--- src/rtl/vga_sync_gen.sv ---
// VGA raster timing generator: pixel/line counters, horizontal and vertical
// region FSMs, and registered sync/blanking/coordinate outputs for one pixel.
module vga_sync_gen #(
  parameter int H_ACTIVE = 640,
  parameter int H_FP     = 16,
  parameter int H_SYNC   = 96,
  parameter int H_BP     = 48,
  parameter int V_ACTIVE = 480,
  parameter int V_FP     = 10,
  parameter int V_SYNC   = 2,
  parameter int V_BP     = 33,
  parameter int SYNC_POL = 0
) (
  input  logic       clk_in,
  input  logic       reset,
  input  logic       pix_en,
  output logic       hsync,
  output logic       vsync,
  output logic       video_on,
  output logic [9:0] pixel_x,
  output logic [9:0] pixel_y,
  output logic       line_end,
  output logic       frame_start
);

  localparam int H_TOTAL = H_ACTIVE + H_FP + H_SYNC + H_BP;
  localparam int V_TOTAL = V_ACTIVE + V_FP + V_SYNC + V_BP;

  // Last counter value of each region; the FSM leaves a region on that tick.
  localparam logic [9:0] H_ACT_LAST  = 10'(H_ACTIVE - 1);
  localparam logic [9:0] H_FP_LAST   = 10'(H_ACTIVE + H_FP - 1);
  localparam logic [9:0] H_SYNC_LAST = 10'(H_ACTIVE + H_FP + H_SYNC - 1);
  localparam logic [9:0] H_LAST      = 10'(H_TOTAL - 1);
  localparam logic [9:0] V_ACT_LAST  = 10'(V_ACTIVE - 1);
  localparam logic [9:0] V_FP_LAST   = 10'(V_ACTIVE + V_FP - 1);
  localparam logic [9:0] V_SYNC_LAST = 10'(V_ACTIVE + V_FP + V_SYNC - 1);
  localparam logic [9:0] V_LAST      = 10'(V_TOTAL - 1);

  localparam logic SYNC_ON = 1'(SYNC_POL);

  typedef enum logic [1:0] {ST_H_ACT, ST_H_FP, ST_H_SYNC, ST_H_BP} h_state_t;
  typedef enum logic [1:0] {ST_V_ACT, ST_V_FP, ST_V_SYNC, ST_V_BP} v_state_t;

  logic [9:0] h_cnt_reg, h_cnt_next;
  logic [9:0] v_cnt_reg, v_cnt_next;
  h_state_t   h_state_reg, h_state_next;
  v_state_t   v_state_reg, v_state_next;
  logic       h_wrap;
  logic       v_wrap;

  assign h_wrap = (h_cnt_reg == H_LAST);
  assign v_wrap = (v_cnt_reg == V_LAST);

  always_ff @(posedge clk_in or posedge reset) begin
    if (reset) begin
      h_cnt_reg   <= '0;
      v_cnt_reg   <= '0;
      h_state_reg <= ST_H_ACT;
      v_state_reg <= ST_V_ACT;
    end else begin
      h_cnt_reg   <= h_cnt_next;
      v_cnt_reg   <= v_cnt_next;
      h_state_reg <= h_state_next;
      v_state_reg <= v_state_next;
    end
  end

  always_comb begin
    h_cnt_next   = h_cnt_reg;
    v_cnt_next   = v_cnt_reg;
    h_state_next = h_state_reg;
    v_state_next = v_state_reg;
    if (pix_en) begin
      h_cnt_next = h_wrap ? 10'd0 : h_cnt_reg + 10'd1;
      case (h_state_reg)
        ST_H_ACT:  if (h_cnt_reg == H_ACT_LAST)  h_state_next = ST_H_FP;
        ST_H_FP:   if (h_cnt_reg == H_FP_LAST)   h_state_next = ST_H_SYNC;
        ST_H_SYNC: if (h_cnt_reg == H_SYNC_LAST) h_state_next = ST_H_BP;
        ST_H_BP:   if (h_wrap)                   h_state_next = ST_H_ACT;
        default:                                 h_state_next = ST_H_ACT;
      endcase
      // The vertical side only moves on the horizontal wrap tick.
      if (h_wrap) begin
        v_cnt_next = v_wrap ? 10'd0 : v_cnt_reg + 10'd1;
        case (v_state_reg)
          ST_V_ACT:  if (v_cnt_reg == V_ACT_LAST)  v_state_next = ST_V_FP;
          ST_V_FP:   if (v_cnt_reg == V_FP_LAST)   v_state_next = ST_V_SYNC;
          ST_V_SYNC: if (v_cnt_reg == V_SYNC_LAST) v_state_next = ST_V_BP;
          ST_V_BP:   if (v_wrap)                   v_state_next = ST_V_ACT;
          default:                                 v_state_next = ST_V_ACT;
        endcase
      end
    end
  end

  // Outputs sample the pre-increment counters/states, so every output
  // describes the same pixel, one tick behind the internal counters.
  always_ff @(posedge clk_in or posedge reset) begin
    if (reset) begin
      pixel_x     <= '0;
      pixel_y     <= '0;
      hsync       <= ~SYNC_ON;
      vsync       <= ~SYNC_ON;
      video_on    <= 1'b0;
      line_end    <= 1'b0;
      frame_start <= 1'b0;
    end else begin
      line_end    <= 1'b0;
      frame_start <= 1'b0;
      if (pix_en) begin
        pixel_x     <= h_cnt_reg;
        pixel_y     <= v_cnt_reg;
        hsync       <= (h_state_reg == ST_H_SYNC) ? SYNC_ON : ~SYNC_ON;
        vsync       <= (v_state_reg == ST_V_SYNC) ? SYNC_ON : ~SYNC_ON;
        video_on    <= (h_state_reg == ST_H_ACT) && (v_state_reg == ST_V_ACT);
        line_end    <= h_wrap;
        frame_start <= (h_cnt_reg == 10'd0) && (v_cnt_reg == 10'd0);
      end
    end
  end

endmodule

--- config.mk ---
export PLATFORM = sky130hd
export DESIGN_NAME = vga_sync_gen
export DESIGN_NICKNAME = d
export VERILOG_FILES = /design/src/rtl/vga_sync_gen.sv
export SDC_FILE = /design/constraint.sdc
export NUM_CORES = 1
export LEC_CHECK = 0
export CAP_MARGIN = 25
export CORE_UTILIZATION = 25
export CTS_BUF_LIST = sky130_fd_sc_hd__clkbuf_4 sky130_fd_sc_hd__clkbuf_8
export DETAILED_ROUTE_END_ITERATION = 10
export GPL_ROUTABILITY_DRIVEN = 0
export RECOVER_POWER = 50
export SETUP_SLACK_MARGIN = 0.2
export SLEW_MARGIN = 15
export SYNTH_ARGS = -nofsm -noshare
export SYNTH_HDL_FRONTEND = slang
export SYNTH_SLANG_ARGS = --single-unit
--- constraint.sdc ---
create_clock -name clk_in -period 2.3 [get_ports clk_in]
set_input_delay 0.345 -clock clk_in [delete_from_list [all_inputs] [get_ports clk_in]]
set_output_delay 0.345 -clock clk_in [all_outputs]
set_load 0.005 [all_outputs]
==> results of run 1 <==
-- worst max-delay path by stage --
stage,startpoint,to,cells past startpoint
6_report,pix_en,v_cnt_reg[0],5
2_1_floorplan,v_cnt_reg[0],v_state_reg[1],7
5_1_grt,pix_en,h_cnt_reg[9],7
4_1_cts,v_cnt_reg[0],v_state_reg[1],7
3_5_place_dp,pix_en,v_state_reg[1],7
3_3_place_gp,pix_en,v_state_reg[1],7
-- routing by layer --
metal | track usage (%) | part of all wire (%) | vias to the layer above
met3 | 2.51 | 3.1 | 6
li1 | - | - | 826
met5 | 0 | 0 | -
met2 | 17.5 | 48 | 24
met4 | 3.68 | 1.0 | 0
met1 | 14.0 | 47 | 862
-- cell type report --
cell class,instances,area [um^2]
timing repair buffer,45,399
multi-input combinational,138,1090
clock inverter,3,65.1
inverter,14,52.6
clock buffer,5,68.8
fill,955,6220
tap,129,161
sequential,49,1230
-- cells by family after synthesis --
logic type | Yosys count
XOR/XNOR | 11
AO/OA/AOI/OAI | 23
flip-flops | 49
multiplexers | 27
buffers and inverters | 26
AND/OR/NAND/NOR | 64
adder cells (fa/ha/maj) | 13
-- where the power goes --
group / internal, mW / switching, mW
Sequential: 0.970 / 0.123
Combinational: 0.235 / 0.163
Clock: 0.432 / 0.291
Total: 1.64 / 0.577
-- synth_stat cells, drive strengths merged, types with 2 or more instances --
cell type  instances
xnor2              7
mux2i              2
mux2              25
nor4b              2
nand3             13
a31oi              2
nor3               3
inv               14
nor4               2
and4               2
xor2               4
a21oi              3
o21ai             11
nand2              9
nor4bb             2
o31ai              2
clkbuf            10
ha                13
dfrtp             47
dfstp              2
or4b               3
nor2              15
and3               2
buf                2
nand4              7
-- metrics by stage --
stage	setup WS [ns]	area (um^2)	hold WS, ns
after floorplan	0.204	2420	0.476
after detailed placement	0.164	2930	0.487
final	0.146	3070	0.493
after CTS	0.178	3060	0.318
after global placement	0.230	2930	0.483
after global routing	0.0195	3070	0.522
-- worst max-delay path, cell delays in order --
cell                              delay, ns
sky130_fd_sc_hd__clkdlybuf4s50_1       0.49
sky130_fd_sc_hd__clkbuf_1              0.76
sky130_fd_sc_hd__buf_4                 0.38
sky130_fd_sc_hd__nand2_1               0.09
sky130_fd_sc_hd__mux2_2                0.27
-- repair_timing --
item	CTS	global route
endpoints found under the setup margin	1	4
setup buffers	0	3
gates resized for setup	0	2
==> reports/qor.txt, run 1 <==
Outcome = finished, final reports clean
Clock buffer count from CTS = 5
Number of iterations in the first detailed-routing pass = 4
Final hold violation count = 0
Area inside the core boundary = 9280 um^2
Starting Density = 26.0%
Area fraction of the dominant cell type after synthesis = 48.7%
Boundary pin count = 28
Core Rows = 35
Data required time of the worst path = 2.49 ns
Count of clock tree sinks = 49
Count of distinct cell types in the synthesized netlist = 40
Via density per instance = 4.49
Compound-gate portion of the synthesized area = 6.00%
Clock tree from TritonCTS = done
Commonest non-fill, non-tap cell in the layout = sky130_fd_sc_hd__dfrtp_1
FF-to-FF setup slack = 0.18 ns
Hold Startpoint = vsync
Number of antenna cells inserted = 0
Clk Tree Root Cell = sky130_fd_sc_hd__clkbuf_8
Fraction of layout cells with a size suffix above 1 = 24.4%
Worst Hold Path EP = vsync
Width of the chip = 100 um
Worst Setup End Kind = flop
Number of flops mapped to enable cells by yosys = 0
Detailed-placement wirelength estimate = 3520 um
Wirelength, routed = 4960 um
Worst Clk Skew = 0.00436 ns
Dominant cells by area after synthesis = sky130_fd_sc_hd__dfrtp_1 (49%), sky130_fd_sc_hd__mux2_2 (11%), sky130_fd_sc_hd__ha_1 (6.7%)
Global-route wire length before repair = 8540 um
Syn Nets = 229
Primary flip-flop cell chosen by synthesis mapping = sky130_fd_sc_hd__dfrtp_1
Setup violations, final = 0
Timing-limited maximum frequency = 464 MHz
Nature of the critical path startpoint = input pin
# placed instances = 372
Number of global-route vias before repair = 1717
Aggregate global routing overflow = 0
Synthesized area per cell = 11.3 um^2
Initial antenna violation count = 0
DRC = 0
Area growth from synthesis to layout = 26.9%
Antenna-violating nets left = 0
Power density of the placed cells = 722 nW/um^2
Slew at the pin closest to its max-slew limit = 1.01 ns
Critical setup path kind = input pin to flop
Reg-to-Reg End = v_state_reg[1]
Reg2reg start = v_cnt_reg[0]
Synth Cell Area = 2420 um^2
CP max FO = 20
Async set-reset flop share out of synthesis = 100%
Vert. Die Dim = 100 um
Largest family of logic cells by synthesized area = simple AND/OR/NAND/NOR gates
Share of synthesized area spent on multiplexers = 12.5%
Mapped Cells = 213
Commonest cells after routing, fill and taps aside = sky130_fd_sc_hd__dfrtp_1 (45), sky130_fd_sc_hd__clkdlybuf4s50_1 (26), sky130_fd_sc_hd__mux2_2 (24), sky130_fd_sc_hd__buf_4 (16), sky130_fd_sc_hd__nor2_1 (15)
Setup TNS after final layout = 0 ns
Max-capacitance violation count = 0
Global-route usage over all layers = 10.7%
Headroom to the max-slew limit = 32.6%
Clk pin slew, worst setup/hold paths = 0.09 ns
Post-layout min period = 2.15 ns
Worst endpoint data arrival time = 2.35 ns
Finished Layout Cells = 383
NumNets Final = 269
Setup repair after global routing missed its margin = yes
Sequential cell area fraction in the yosys report = 50.8%
Count of hold-fix buffers inserted at cts = 0
Area share of fa/ha/maj cells after synthesis = 6.73%
Hold crit path type = flop to flop
Maximum vdd ir drop = 0.263 mV
XOR/XNOR Fraction of Synth Area = 3.99%
Total power of the final layout = 2.21 mW
Post-route fraction of the period consumed by the critical path = 93.7%
Count of cells along the worst register-to-register path = 7
Final standard cell utilization of the core = 33.0%
Worst hold stages = 2
Vias = 1718
Post-synthesis simple-gate area fraction = 15.8%
Largest net degree at the start of global routing = 36
Warnings from Yosys = 0
Clock H-tree levels = 2
Synth Register Bits = 49
Max-slew violation count = 0
Deepest clock path buffer count = 2
Total die area = 10100 um^2
Port buffer count = 27
Worst skew pair latency = 0.30 ns
LEAKAGE = 1.33 nW
Per-cell routed wire length = 13.0 um
Cell accounting for the most synthesized area = sky130_fd_sc_hd__dfrtp_1
Number of design-rule violations left by the first detailed-router iteration = 95
Note: power is estimated with default switching activity, not from simulation.
==> inputs of run 2 (changes only) <==
--- a/config.mk
+++ b/config.mk
@@ -6,7 +6,7 @@
 export NUM_CORES = 1
 export LEC_CHECK = 0
 export CAP_MARGIN = 25
-export CORE_UTILIZATION = 25
+export CORE_UTILIZATION = 40
 export CTS_BUF_LIST = sky130_fd_sc_hd__clkbuf_4 sky130_fd_sc_hd__clkbuf_8
 export DETAILED_ROUTE_END_ITERATION = 10
 export GPL_ROUTABILITY_DRIVEN = 0
==> run 2 against run 1 <==
Total power shrank 3.5%. Wire length shrank 2.4%. First-iteration DRC count shrank 31%. Clock power shrank 11%. Non-clock buffer count shrank 2. Combinational power shrank 3%. Clock-buffer cell count grew 2. Fmax grew 2.1%. Sequential cell count is the same. Via count shrank 0.52%. Global-route usage grew 6.3 points. Highest routed layer unchanged.
==> reports/qor.txt, run 2 (same netlist as run 1, synthesis figures left out) <==
Aggregate global routing overflow = 0 (unchanged)
Count of clock tree sinks = 49 (unchanged)
Area growth from synthesis to layout = 23.0%
Outcome = finished, final reports clean
DRC = 0 (unchanged)
Worst endpoint data arrival time = 2.30 ns (-0.05 ns)
Final hold violation count = 0 (unchanged)
Setup TNS after final layout = 0 ns (unchanged)
Boundary pin count = 28 (unchanged)
Worst setup slack after layout = 0.191 ns (+0.0450 ns)
Setup violations, final = 0 (unchanged)
Number of design-rule violations left by the first detailed-router iteration = 66 (-31%)
Post-layout min period = 2.11 ns (-0.0450 ns)
Register area = 1230 um^2 (+0.10%)
Initial antenna violation count = 0 (unchanged)
Finished Layout Cells = 324 (-15%)
Total die area = 6360 um^2 (-37%)
Maximum vdd ir drop = 0.393 mV (+50%)
Vert. Die Dim = 79.7 um (-21%)
Worst skew pair latency = 0.30 ns (about the same)
Setup repair after global routing missed its margin = yes
Area inside the core boundary = 5680 um^2 (-39%)
Port buffer count = 27 (unchanged)
Post-route fraction of the period consumed by the critical path = 91.7% (-2.0 points)
Antenna-violating nets left = 0 (unchanged)
Nature of the critical path startpoint = flop
Per-cell routed wire length = 15.0 um (+15%)
CP max FO = 4 (-80%)
Max-capacitance violation count = 0 (unchanged)
Data required time of the worst path = 2.49 ns (about the same)
Clock tree from TritonCTS = done
Width of the chip = 79.7 um (-21%)
Timing-limited maximum frequency = 474 MHz (+2.1%)
Wirelength, routed = 4850 um (-2.4%)
LEAKAGE = 1.31 nW (-1.3%)
Vias = 1709 (-0.52%)
Fraction of layout cells with a size suffix above 1 = 24.2% (-0.20 points)
Commonest non-fill, non-tap cell in the layout = sky130_fd_sc_hd__dfrtp_1
Area taken by multi-input logic gates = 1100 um^2 (+0.80%)
Power density of the placed cells = 718 nW/um^2 (-0.53%)
Number of iterations in the first detailed-routing pass = 4 (unchanged)
Total power of the final layout = 2.14 mW (-3.5%)
Via density per instance = 5.27 (+18%)
# placed instances = 314 (-16%)
Starting Density = 42.6% (+17 points)
Clk pin slew, worst setup/hold paths = 0.09 ns (about the same)
Worst Clk Skew = 0.0136 ns (+0.00926 ns)
Clk Tree Root Cell = sky130_fd_sc_hd__clkbuf_8
Count of hold-fix buffers inserted at cts = 0 (unchanged)
Clock buffer count from CTS = 5 (unchanged)
Commonest cells after routing, fill and taps aside = sky130_fd_sc_hd__dfrtp_1 (44), sky130_fd_sc_hd__clkdlybuf4s50_1 (26), sky130_fd_sc_hd__mux2_2 (24), sky130_fd_sc_hd__nor2_1 (15)
Worst Setup End Kind = flop
Number of global-route vias before repair = 1684 (-1.9%)
Headroom to the max-slew limit = 43.3% (+11 points)
Count of cells along the worst register-to-register path = 7 (unchanged)
Hold crit path type = flop to flop
Slew at the pin closest to its max-slew limit = 0.850 ns (-0.162 ns)
Global-route usage over all layers = 17.0% (+6.3 points)
Number of antenna cells inserted = 0 (unchanged)
NumNets Final = 267 (-0.74%)
Clock H-tree levels = 2 (unchanged)
Global-route wire length before repair = 8220 um (-3.8%)
Max-slew violation count = 0 (unchanged)
Setup slack after placement = 0.151 ns (-0.0132 ns)
Critical setup path kind = flop to flop
Detailed-placement wirelength estimate = 3390 um (-3.8%)
Total of fill cells in the finished design = 522 (-45%)
Largest net degree at the start of global routing = 37 (+2.8%)
Deepest clock path buffer count = 2 (unchanged)
Core Rows = 27 (-23%)
Worst hold stages = 2 (unchanged)
Hold Worst Slack = 0.496 ns (+0.00336 ns)
==> run 2: where the power goes <==
part	leakage, nW	switching, mW	internal [mW]
registers	0.632	0.129	0.972
clock network	0.0619	0.280	0.367
logic	0.620	0.156	0.233
==> run 2: area by class of cell <==
class | count | share of cell area (%)
clock buffer | 7 | 3.03
clock inverter | 1 | 1.01
inverter | 14 | 1.77
multi-input combinational | 138 | 36.9
sequential | 49 | 41.4
tap | 72 | 3.03
timing repair buffer | 43 | 12.8
==> run 2: repair_timing <==
action | CTS | global route
pin swaps | 0 | 1
gates resized for setup | 1 | 6
setup endpoints to repair | 2 | 7
buffers inserted | 0 | 2
==> run 2: worst max-delay path, stage by stage, from the launching register on <==
cell                       delay (ns)
sky130_fd_sc_hd__dfrtp_2         0.44
sky130_fd_sc_hd__inv_2           0.09
sky130_fd_sc_hd__ha_1            0.13
sky130_fd_sc_hd__or4b_4          0.48
sky130_fd_sc_hd__nor4_4          0.21
sky130_fd_sc_hd__o21ai_2         0.08
sky130_fd_sc_hd__a211oi_2        0.21
sky130_fd_sc_hd__mux2_1          0.35
==> run 2: path summary, 6_finish.rpt <==
path / from / to / slack (ns)
worst min register to register: hsync / hsync / 0.50
max in group asynchronous: reset / h_cnt_reg[1] / 0.45
worst min-delay path: hsync / hsync / 0.50
worst max-delay path: v_cnt_reg[1] / v_state_reg[1] / 0.19
worst max register to register: v_cnt_reg[1] / v_state_reg[1] / 0.19
min in group asynchronous: reset / v_cnt_reg[1] / 0.63
==> run 2: routing by layer <==
layer  share of wire, %  track usage [%]  wire length, um
met5                  0                0                0
met4                1.3             5.36               64
met3                4.7             4.00              228
met2                 45             24.7             2170
met1                 49             24.9             2390
==> run 2: per-stage QoR <==
| stage | area, um^2 | utilization [%] |
|---|---|---|
| 2_1_floorplan | 2420 | - |
| 3_3_place_gp | 2850 | 50.2 |
| 3_5_place_dp | 2850 | 50.2 |
| 4_1_cts | 2970 | 52.3 |
| 5_1_grt | 2970 | 52.4 |
| 6_report | 2970 | 52.4 |
